--- src/rtl/seg_scan_ctrl_pkg.sv ---
// Shared types and helpers for the 7-segment scan controller.
package seg_pkg;

  localparam int unsigned SEG_MAX_DIGITS = 8;
  localparam logic [7:0]  ANODE_ALL_OFF  = 8'hFF;
  localparam int unsigned DIGIT_IDX_W    = 3;

  typedef logic [DIGIT_IDX_W-1:0] digit_idx_t;

  // Per-slot anode phase: all anodes dark first, then the selected digit driven.
  typedef enum logic {
    SLOT_BLANK,
    SLOT_DRIVE
  } slot_state_t;

  // Nibble of a 32-bit value at digit position idx.
  function automatic logic [3:0] get_nibble(input logic [31:0] value, input digit_idx_t idx);
    return value[{idx, 2'b00} +: 4];
  endfunction

  // True when every displayed nibble at positions >= idx is zero.
  function automatic logic upper_zero(input logic [31:0] value, input digit_idx_t idx,
                                      input int unsigned ndig);
    logic z;
    z = 1'b1;
    for (int unsigned i = 0; i < SEG_MAX_DIGITS; i++) begin
      if ((i >= 32'(idx)) && (i < ndig) && (value[4*i +: 4] != 4'h0)) z = 1'b0;
    end
    return z;
  endfunction

endpackage

--- src/rtl/seg_scan_ctrl_clk_prescaler.sv ---
// Free-running divider: counts 0..DIV-1 and flags the terminal count.
module clk_prescaler #(
  parameter int unsigned DIV = 4,
  parameter int unsigned CW  = $clog2(DIV)
) (
  input  logic          clk_i,
  input  logic          rst_ni,
  output logic [CW-1:0] cnt_o,
  output logic          tc_o
);

  logic [CW-1:0] cnt_q, cnt_d;

  // Next count: wrap to zero after the terminal value.
  always_comb begin
    cnt_d = cnt_q + CW'(1);
    if (tc_o) cnt_d = '0;
  end

  // Counter register.
  always_ff @(posedge clk_i or negedge rst_ni) begin
    if (!rst_ni) cnt_q <= '0;
    else         cnt_q <= cnt_d;
  end

  assign tc_o  = (cnt_q == CW'(DIV - 1));
  assign cnt_o = cnt_q;

endmodule

--- src/rtl/seg_scan_ctrl.sv ---
// Time-multiplexed 8-digit scan of a 32-bit value with frame-synchronous
// update, optional leading-zero blanking and inter-digit ghost blanking.
module seg_scan_ctrl
  import seg_pkg::*;
#(
  parameter int unsigned CLK_DIV    = 100000,
  parameter int unsigned NUM_DIGITS = 8,
  parameter int unsigned BLANK_CYC  = 2
) (
  input  logic        clk,
  input  logic        reset,
  input  logic [31:0] disp_value,
  input  logic        load,
  input  logic        blank_lead,
  output logic [3:0]  reg_hex,
  output logic [7:0]  anode,
  output logic        slow_tick,
  output logic [2:0]  digit_idx
);

  localparam int unsigned CW = $clog2(CLK_DIV);

  logic [CW-1:0] presc_cnt;
  logic          presc_tc;
  logic [CW:0]   presc_inc;

  slot_state_t state_q, state_d;
  digit_idx_t  digit_q, digit_d;
  logic [31:0] shown_q, shown_d;
  logic [31:0] pend_q, pend_d;
  logic        pvld_q, pvld_d;
  logic [3:0]  hex_q, hex_d;
  logic [7:0]  anode_q, anode_d;
  logic        tick_q, tick_d;
  logic        wrap;

  clk_prescaler #(
    .DIV (CLK_DIV),
    .CW  (CW)
  ) u_presc (
    .clk_i  (clk),
    .rst_ni (reset),
    .cnt_o  (presc_cnt),
    .tc_o   (presc_tc)
  );

  assign presc_inc = {1'b0, presc_cnt} + (CW+1)'(1);
  assign wrap      = presc_tc && (digit_q == digit_idx_t'(NUM_DIGITS - 1));

  // Slot phase FSM: dark for the first BLANK_CYC counts of each slot.
  always_comb begin
    state_d = state_q;
    unique case (state_q)
      SLOT_BLANK: begin
        if (presc_tc ? (BLANK_CYC == 0) : (presc_inc >= (CW+1)'(BLANK_CYC)))
          state_d = SLOT_DRIVE;
      end
      SLOT_DRIVE: begin
        if (presc_tc && (BLANK_CYC > 0)) state_d = SLOT_BLANK;
      end
      default: state_d = SLOT_BLANK;
    endcase
  end

  // Digit advance, frame commit of pending value, and load capture.
  // Outputs are computed from next-state values so the registered
  // outputs line up with the counter/index they describe; the wrap
  // commit feeds reg_hex for digit 0 on the same edge.
  always_comb begin
    digit_d = digit_q;
    shown_d = shown_q;
    pend_d  = pend_q;
    pvld_d  = pvld_q;
    tick_d  = presc_tc;
    if (presc_tc) digit_d = wrap ? '0 : digit_q + digit_idx_t'(1);
    if (wrap && pvld_q) begin
      shown_d = pend_q;
      pvld_d  = 1'b0;
    end
    if (load) begin
      pend_d = disp_value;
      pvld_d = 1'b1;
    end
    hex_d = get_nibble(shown_d, digit_d);
  end

  // Anode select with ghost blanking and leading-zero suppression.
  always_comb begin
    anode_d = ANODE_ALL_OFF;
    if (state_d == SLOT_DRIVE) begin
      if (!(blank_lead && (digit_d != '0) && upper_zero(shown_d, digit_d, NUM_DIGITS)))
        anode_d = ~(8'h01 << digit_d);
    end
  end

  // State and output registers.
  always_ff @(posedge clk or negedge reset) begin
    if (!reset) begin
      state_q <= SLOT_BLANK;
      digit_q <= '0;
      shown_q <= '0;
      pend_q  <= '0;
      pvld_q  <= 1'b0;
      hex_q   <= 4'h0;
      anode_q <= ANODE_ALL_OFF;
      tick_q  <= 1'b0;
    end else begin
      state_q <= state_d;
      digit_q <= digit_d;
      shown_q <= shown_d;
      pend_q  <= pend_d;
      pvld_q  <= pvld_d;
      hex_q   <= hex_d;
      anode_q <= anode_d;
      tick_q  <= tick_d;
    end
  end

  assign reg_hex   = hex_q;
  assign anode     = anode_q;
  assign slow_tick = tick_q;
  assign digit_idx = digit_q;

endmodule

--- config.mk ---
export PLATFORM = sky130hd
export DESIGN_NAME = seg_scan_ctrl
export DESIGN_NICKNAME = d
export VERILOG_FILES = /design/src/rtl/seg_scan_ctrl_pkg.sv /design/src/rtl/seg_scan_ctrl_clk_prescaler.sv /design/src/rtl/seg_scan_ctrl.sv
export SDC_FILE = /design/constraint.sdc
export NUM_CORES = 1
export LEC_CHECK = 0
export CAP_MARGIN = 20
export CORE_UTILIZATION = 45
export DETAILED_ROUTE_END_ITERATION = 12
export GPL_TIMING_DRIVEN = 0
export MAX_ROUTING_LAYER = met4
export PLACE_DENSITY_LB_ADDON = 0.05
export SETUP_SLACK_MARGIN = 0.15
export SLEW_MARGIN = 20
export SYNTH_ARGS = -nofsm -noshare
export SYNTH_HDL_FRONTEND = slang
export SYNTH_SLANG_ARGS = --single-unit
--- constraint.sdc ---
create_clock -name clk -period 3.05 [get_ports clk]
set_clock_uncertainty 0.05 [all_clocks]
set_input_delay 0.61 -clock clk [delete_from_list [all_inputs] [get_ports clk]]
set_output_delay 0.61 -clock clk [all_outputs]
set_load 0.005 [all_outputs]
==> flow_summary.toml, run 1 <==
[die]
core_sq_um = 9950
die_area_sq_um = 10800
dieWidth_um = 104
num_rows = 36
die_height_um = 104
initial_core_util_pct = 47.1
ios = 52

[synth]
synth_area_leader_cell = "dfrtp_1"
synthesis.nets = 469
synth-seq-cells = 99
synth_top_family_by_area = "simple AND/OR/NAND/NOR gates"
synthDistinctLibCells = 55
netlist_area_sq_um = 4690
yosys.area_share.xor_xnor_pct = 3.17
yosysSeqAreaShare_pct = 53.0
ys_warn_count = 0
ys_top_cells_by_area = "dfrtp_1, mux2_2, nand2_1, dfstp_2, nor4_1"
synthAdderAreaFrac_pct = 1.07
synth_top_cell_area_share_pct = 48.5
avgSynthCellArea_sq_um = 10.9
synth-compound-area-share_pct = 8.83
muxShareOfSynthArea_pct = 12.6
synthSimpleGateAreaFrac_pct = 18.5
syn_inst = 429

[detailed_routing]
drt_first_pass_iters = 4
wire_per_inst_um = 16.3
via_per_inst = 5.36
ant_nets = 0
drc = 0
vias = 3458
detail_route.iter0.violations = 177
wl_um = 10500

[power_and_ir_drop]
power.density_nw_per_um2 = 416
leakage_nw = 2.57
power.total_mw = 2.42
peakVddDrop_mv = 0.367

[timing]
tightest_slew_ns = 0.810
finalCritPeriodShare_pct = 91.7
hold_viol = 0
rsz0062_at_grt = "true"
relSlewSlack_pct = 46.0
setup_viol = 0
fmax_mhz = 357
slew_violations = 0
fin_crit_ns = 2.80
setup_ws_ns = 0.252
timing.setup.tns_ns = 0
hold_ws_ns = 0.429

[critical_path]
path_class = "flip-flop to flip-flop"
required_ns = 3.28
arrival_ns = 3.03
end_kind = "flip-flop"
startpoint_type = "flip-flop"
worstPathMaxFanout = 10

[finish]
area_growth_syn_to_layout_pct = 24.2
post-route-util_pct = 58.5
fin_nets = 547
layout-drive-gt1-share_pct = 24.0
num-fill-cells = 879
diodes = 0

[cts]
numCtsBuffers = 9
cts_root_buffer = "clkbuf_8"
cts_tree = "yes"
htreeDepth = 3
clock_path_buffers = 2
clk_latency_ns = 0.38
clkSinkCount = 99
clk_pin_slew_ns = 0.10

[global_route]
grt_first_pass_wirelength_um = 17600
grt_max_degree = 80
track_usage_pct = 21.8
grt_pass1_vias = 3457
antenna_found_initial = 0
grt-ovfl-total = 0

[job]
drv_cap = 0

[hold_path]
hp-class = "flip-flop to flip-flop"

[status]
status = "finished, final reports clean"

[placed_design]
globalplace.congestion = 0.898
portBuffers = 50
hpwl_um = 7560
pre_cts_ws_ns = -0.155
cells by family (layout without fill, tap and decap cells):
family | after synthesis | in the layout
simple gates | 171 | 171
flops | 99 | 99
compound gates | 55 | 55
mux | 53 | 53
buf+inv | 30 | 113
xor+xnor | 17 | 17
fa+ha+maj | 4 | 4
cell usage in the layout, fill, tap and decap left out, drive strengths merged, types with 8 or more instances in the layout:
master and instances:
nor2 23, dfrtp 91, clkdlybuf4s50 49, xnor2 11
nand3 9, nand4 10, mux2 48, nand2b 10
o211ai 8, clkbuf 28, buf 25, nor4 17
a21oi 14, nand2 68, dfstp 8
worst paths after layout:
check / startpoint / to / slack (ns) / cells after the start
setup / recovery: u_presc.cnt_o[1]$_DFF_PN0_ / anode[4]$_DFF_PN1_ / 0.25 / 12
hold / removal: shown_q[0]$_DFF_PN0_ / shown_q[0]$_DFF_PN0_ / 0.43 / 2
setup reg to reg: u_presc.cnt_o[1]$_DFF_PN0_ / anode[4]$_DFF_PN1_ / 0.25 / 12
hold reg to reg: shown_q[0]$_DFF_PN0_ / shown_q[0]$_DFF_PN0_ / 0.43 / 2
max in group asynchronous: reset / shown_q[3]$_DFF_PN0_ / 1.71 / 3
min in group asynchronous: reset / u_presc.cnt_o[11]$_DFF_PN0_ / 0.59 / 2
power by group:
group / switching (mW) / leakage (nW) / internal [mW] / total (mW)
clock network: 0.467 / 0.105 / 0.432 / 0.898
logic: 0.0531 / 1.21 / 0.0837 / 0.137
registers: 0.0349 / 1.25 / 1.35 / 1.39
Yosys cell counts (all sizes together):
| master | instances |
|---|---|
| and2 | 4 |
| xor2 | 6 |
| o221ai | 2 |
| o32ai | 1 |
| a21oi | 14 |
| dfstp | 8 |
| nor4 | 17 |
| a211o | 1 |
| nand2 | 68 |
| and4 | 2 |
| o211ai | 8 |
| a31oi | 5 |
| a311oi | 5 |
| ha | 4 |
| o22ai | 1 |
| or4 | 2 |
| nor3 | 5 |
| or2 | 5 |
| o21ai | 3 |
| nand4b | 3 |
| nand2b | 10 |
| clkbuf | 13 |
| buf | 11 |
| and3 | 4 |
| a21boi | 1 |
| mux2i | 5 |
| mux2 | 48 |
| dfrtp | 91 |
| o311ai | 2 |
| o221a | 4 |
| o2111ai | 1 |
| a22oi | 1 |
| and3b | 1 |
| nor4b | 2 |
| nand4 | 10 |
| nor2 | 23 |
| or2b | 3 |
| xnor2 | 11 |
| a211oi | 1 |
| a21o | 5 |
| nand3 | 9 |
| inv | 6 |
| nor2b | 3 |
routing by layer:
layer / track usage, % / routed length (um) / vias to the layer above
li1: - / - / 1686
met1: 29.2 / 5030 / 1691
met2: 32.6 / 4910 / 73
met3: 6.33 / 482 / 8
met4: 5.71 / 118 / 0
met5: - / 0 / -
layout make-up:
class,count,area [sq um],share of cell area [%]
buffer,24,136,2.34
inverter,6,25.0,0.429
timing repair buffer,67,652,11.2
clock inverter,4,57.6,0.988
tap,133,166,2.86
sequential,99,2490,42.7
clock buffer,12,155,2.66
multi-input combinational,300,2150,36.8
timing repair:
action,in CTS,in global routing
buffers inserted,2,13
cloned,0,0
pin swaps,1,2
endpoints found under the hold margin,17,0
hold buffers,1,0
resized for setup,13,14
setup endpoints to repair,12,12
flip-flops by register name, indices dropped and copies added, names as in the netlist:
register and cells:
shown_q 32, u_presc.cnt_o 17, state_q 1, slow_tick 1, pend_q 32, anode 8
pvld_q 1, reg_hex 4, digit_idx 3
critical path, cell delays in order (launching register included):
cell and delay [ns]:
dfrtp_1 0.44, ha_4 0.18, and4_1 0.19, clkbuf_4 0.17
and4_4 0.25, and2_1 0.14, buf_6 0.16, mux2i_4 0.26
buf_4 0.22, a31oi_1 0.12, o221ai_2 0.19, buf_4 0.19
nand4b_1 0.12
metrics by stage:
step           cells  instance area (sq um)
2_1_floorplan    429                   4690
3_3_place_gp     612                   5360
3_5_place_dp     613                   5390
4_1_cts          632                   5660
5_1_grt          645                   5830
6_report         645                   5830
(Power assumes the default switching activity.)
==> run 2: changes to the inputs <==
--- a/config.mk
+++ b/config.mk
@@ -6,12 +6,13 @@
 export NUM_CORES = 1
 export LEC_CHECK = 0
 export CAP_MARGIN = 20
+export CORE_MARGIN = 3
 export CORE_UTILIZATION = 45
 export DETAILED_ROUTE_END_ITERATION = 12
 export GPL_TIMING_DRIVEN = 0
 export MAX_ROUTING_LAYER = met4
 export PLACE_DENSITY_LB_ADDON = 0.05
-export SETUP_SLACK_MARGIN = 0.15
+export SETUP_SLACK_MARGIN = 0.02
 export SLEW_MARGIN = 20
 export SYNTH_ARGS = -nofsm -noshare
 export SYNTH_HDL_FRONTEND = slang
==> flow_summary.toml, run 2 (same netlist as run 1, synthesis figures left out) <==
[status]
status = "finished, final reports clean"

[placed_design]
globalplace.congestion = 0.912
pre_cts_ws_ns = -0.166
portBuffers = 50
hpwl_um = 7730
placed_cells = 613

[critical_path]
arrival_ns = 3.10
end_kind = "flip-flop"
rr_startpoint = "u_presc.cnt_o[1]$_DFF_PN0_"
path_class = "flip-flop to flip-flop"
required_ns = 3.24
crit_chain = "ha_4 -> and4_1 -> buf_2 -> and4_2 -> and2_1 -> buf_6 -> mux2i_4 -> inv_1 -> buf_2 -> o221a_2 -> a311oi_2 -> a31oi_1"
rr_worst_depth = 12
slowest_stage = "dfrtp_1"
worstReg2RegEnd = "reg_hex[0]$_DFF_PN0_"
cp_common_cell = "buf_2"
max_stage_delay_ns = 0.44
worstPathMaxFanout = 10
startpoint_type = "flip-flop"
reg2reg_setup_slack_ns = 0.14

[die]
die_area_sq_um = 11700
dieWidth_um = 108
core_sq_um = 9950
ios = 52
num_rows = 36
initial_core_util_pct = 47.1
die_height_um = 108

[cts]
cts_root_buffer = "clkbuf_8"
htreeDepth = 3
cts_tree = "yes"
clock_path_buffers = 2
numCtsBuffers = 9
clk_pin_slew_ns = 0.10
clk_latency_ns = 0.38
clkSinkCount = 99

[finish]
area_growth_syn_to_layout_pct = 20.5
mostFrequentLayoutCells = "dfrtp_1, nand2_1, clkdlybuf4s50_1"
fin_nets = 533
diodes = 0
layout_commonest_cell = "dfrtp_1"
final_cells = 630
layout-drive-gt1-share_pct = 21.5

[job]
drv_cap = 0

[detailed_routing]
ant_nets = 0
detail_route.iter0.violations = 122
wl_um = 10500
via_per_inst = 5.46
wire_per_inst_um = 16.7
vias = 3439
drt_first_pass_iters = 5
drc = 0

[timing]
tightest_slew_ns = 0.791
setup_viol = 0
finalCritPeriodShare_pct = 95.3
rsz0062_at_grt = "false"
fin_crit_ns = 2.91
relSlewSlack_pct = 47.3
timing.setup.tns_ns = 0
fmax_mhz = 344
hold_viol = 0
setup_ws_ns = 0.145
slew_violations = 0
hold_ws_ns = 0.0870

[global_route]
grt_max_degree = 56
grt_pass1_vias = 3375
antenna_found_initial = 0
track_usage_pct = 19.8
grt-ovfl-total = 0
grt_first_pass_wirelength_um = 17200

[power_and_ir_drop]
peakVddDrop_mv = 0.366
leakage_nw = 2.47
power.total_mw = 2.29
power.density_nw_per_um2 = 405

[hold_path]
hp-class = "input port to async pin"
## run 2: cell count changes in the layout (fill, tap and decap cells not counted), sizes merged
cell	delta
clkinv	-1
clkbuf	-2
dlygate4sd3	-1
buf	-11
clkinvlp	+1
bufinv	-1
## run 2: worst max-delay path, delay by kind of cell, from the launching register on
kind / cells / cell delay, ns
AOI/OAI and AO/OA: 3 / 0.52
adders and majority gates: 1 / 0.19
buffers and inverters: 4 / 0.63
DFF: 1 / 0.44
muxes: 1 / 0.29
and+or+nand+nor: 3 / 0.62
## run 2: how the worst max path moves through the flow
stage,startpoint,endpoint,cells after the start
3_3_place_gp,reset,pend_q[18]$_DFFE_PN0P_,1
5_1_grt,u_presc.cnt_o[1]$_DFF_PN0_,reg_hex[2]$_DFF_PN0_,12
6_report,u_presc.cnt_o[1]$_DFF_PN0_,reg_hex[0]$_DFF_PN0_,12
3_5_place_dp,u_presc.cnt_o[11]$_DFF_PN0_,anode[4]$_DFF_PN1_,10
4_1_cts,u_presc.cnt_o[0]$_DFF_PN0_,anode[4]$_DFF_PN1_,12
2_1_floorplan,u_presc.cnt_o[0]$_DFF_PN0_,anode[4]$_DFF_PN1_,11
## run 2: stage by stage
stage | area, sq um | util [%]
floorplan | 4690 | -
finish | 5660 | 56.8
detailed placement | 5390 | 54.1
CTS | 5590 | 56.2
global route | 5660 | 56.8
global placement | 5360 | 53.8
## run 2: power by group
group          leakage [nW]  switching, mW  total [mW]  internal, mW
logic                  1.13         0.0524       0.135        0.0829
registers              1.26         0.0353        1.39          1.35
clock network        0.0791          0.450       0.768         0.318
## run 2: routing by layer
metal | wire length, um | GRT usage [%]
met5 | 0 | -
met4 | 199 | 6.40
met3 | 450 | 5.55
met2 | 4870 | 28.6
met1 | 4980 | 27.0
## run 2: area by class of cell
cell class / count / area, sq um
fill: 890 / 4300
clock inverter: 3 / 23.8
buffer: 23 / 120
multi-input combinational: 300 / 2140
timing repair buffer: 54 / 552
sequential: 99 / 2490
inverter: 6 / 25.0
clock buffer: 12 / 145
tap: 133 / 166
## run 2: what timing repair did
| action | in CTS | in global routing |
|---|---|---|
| hold endpoints to repair | 0 | 0 |
| setup buffers | 1 | 2 |
| resized for setup | 7 | 16 |
| hold buffers | 0 | 0 |
| setup endpoints to repair | 10 | 12 |
| pin swaps | 1 | 0 |
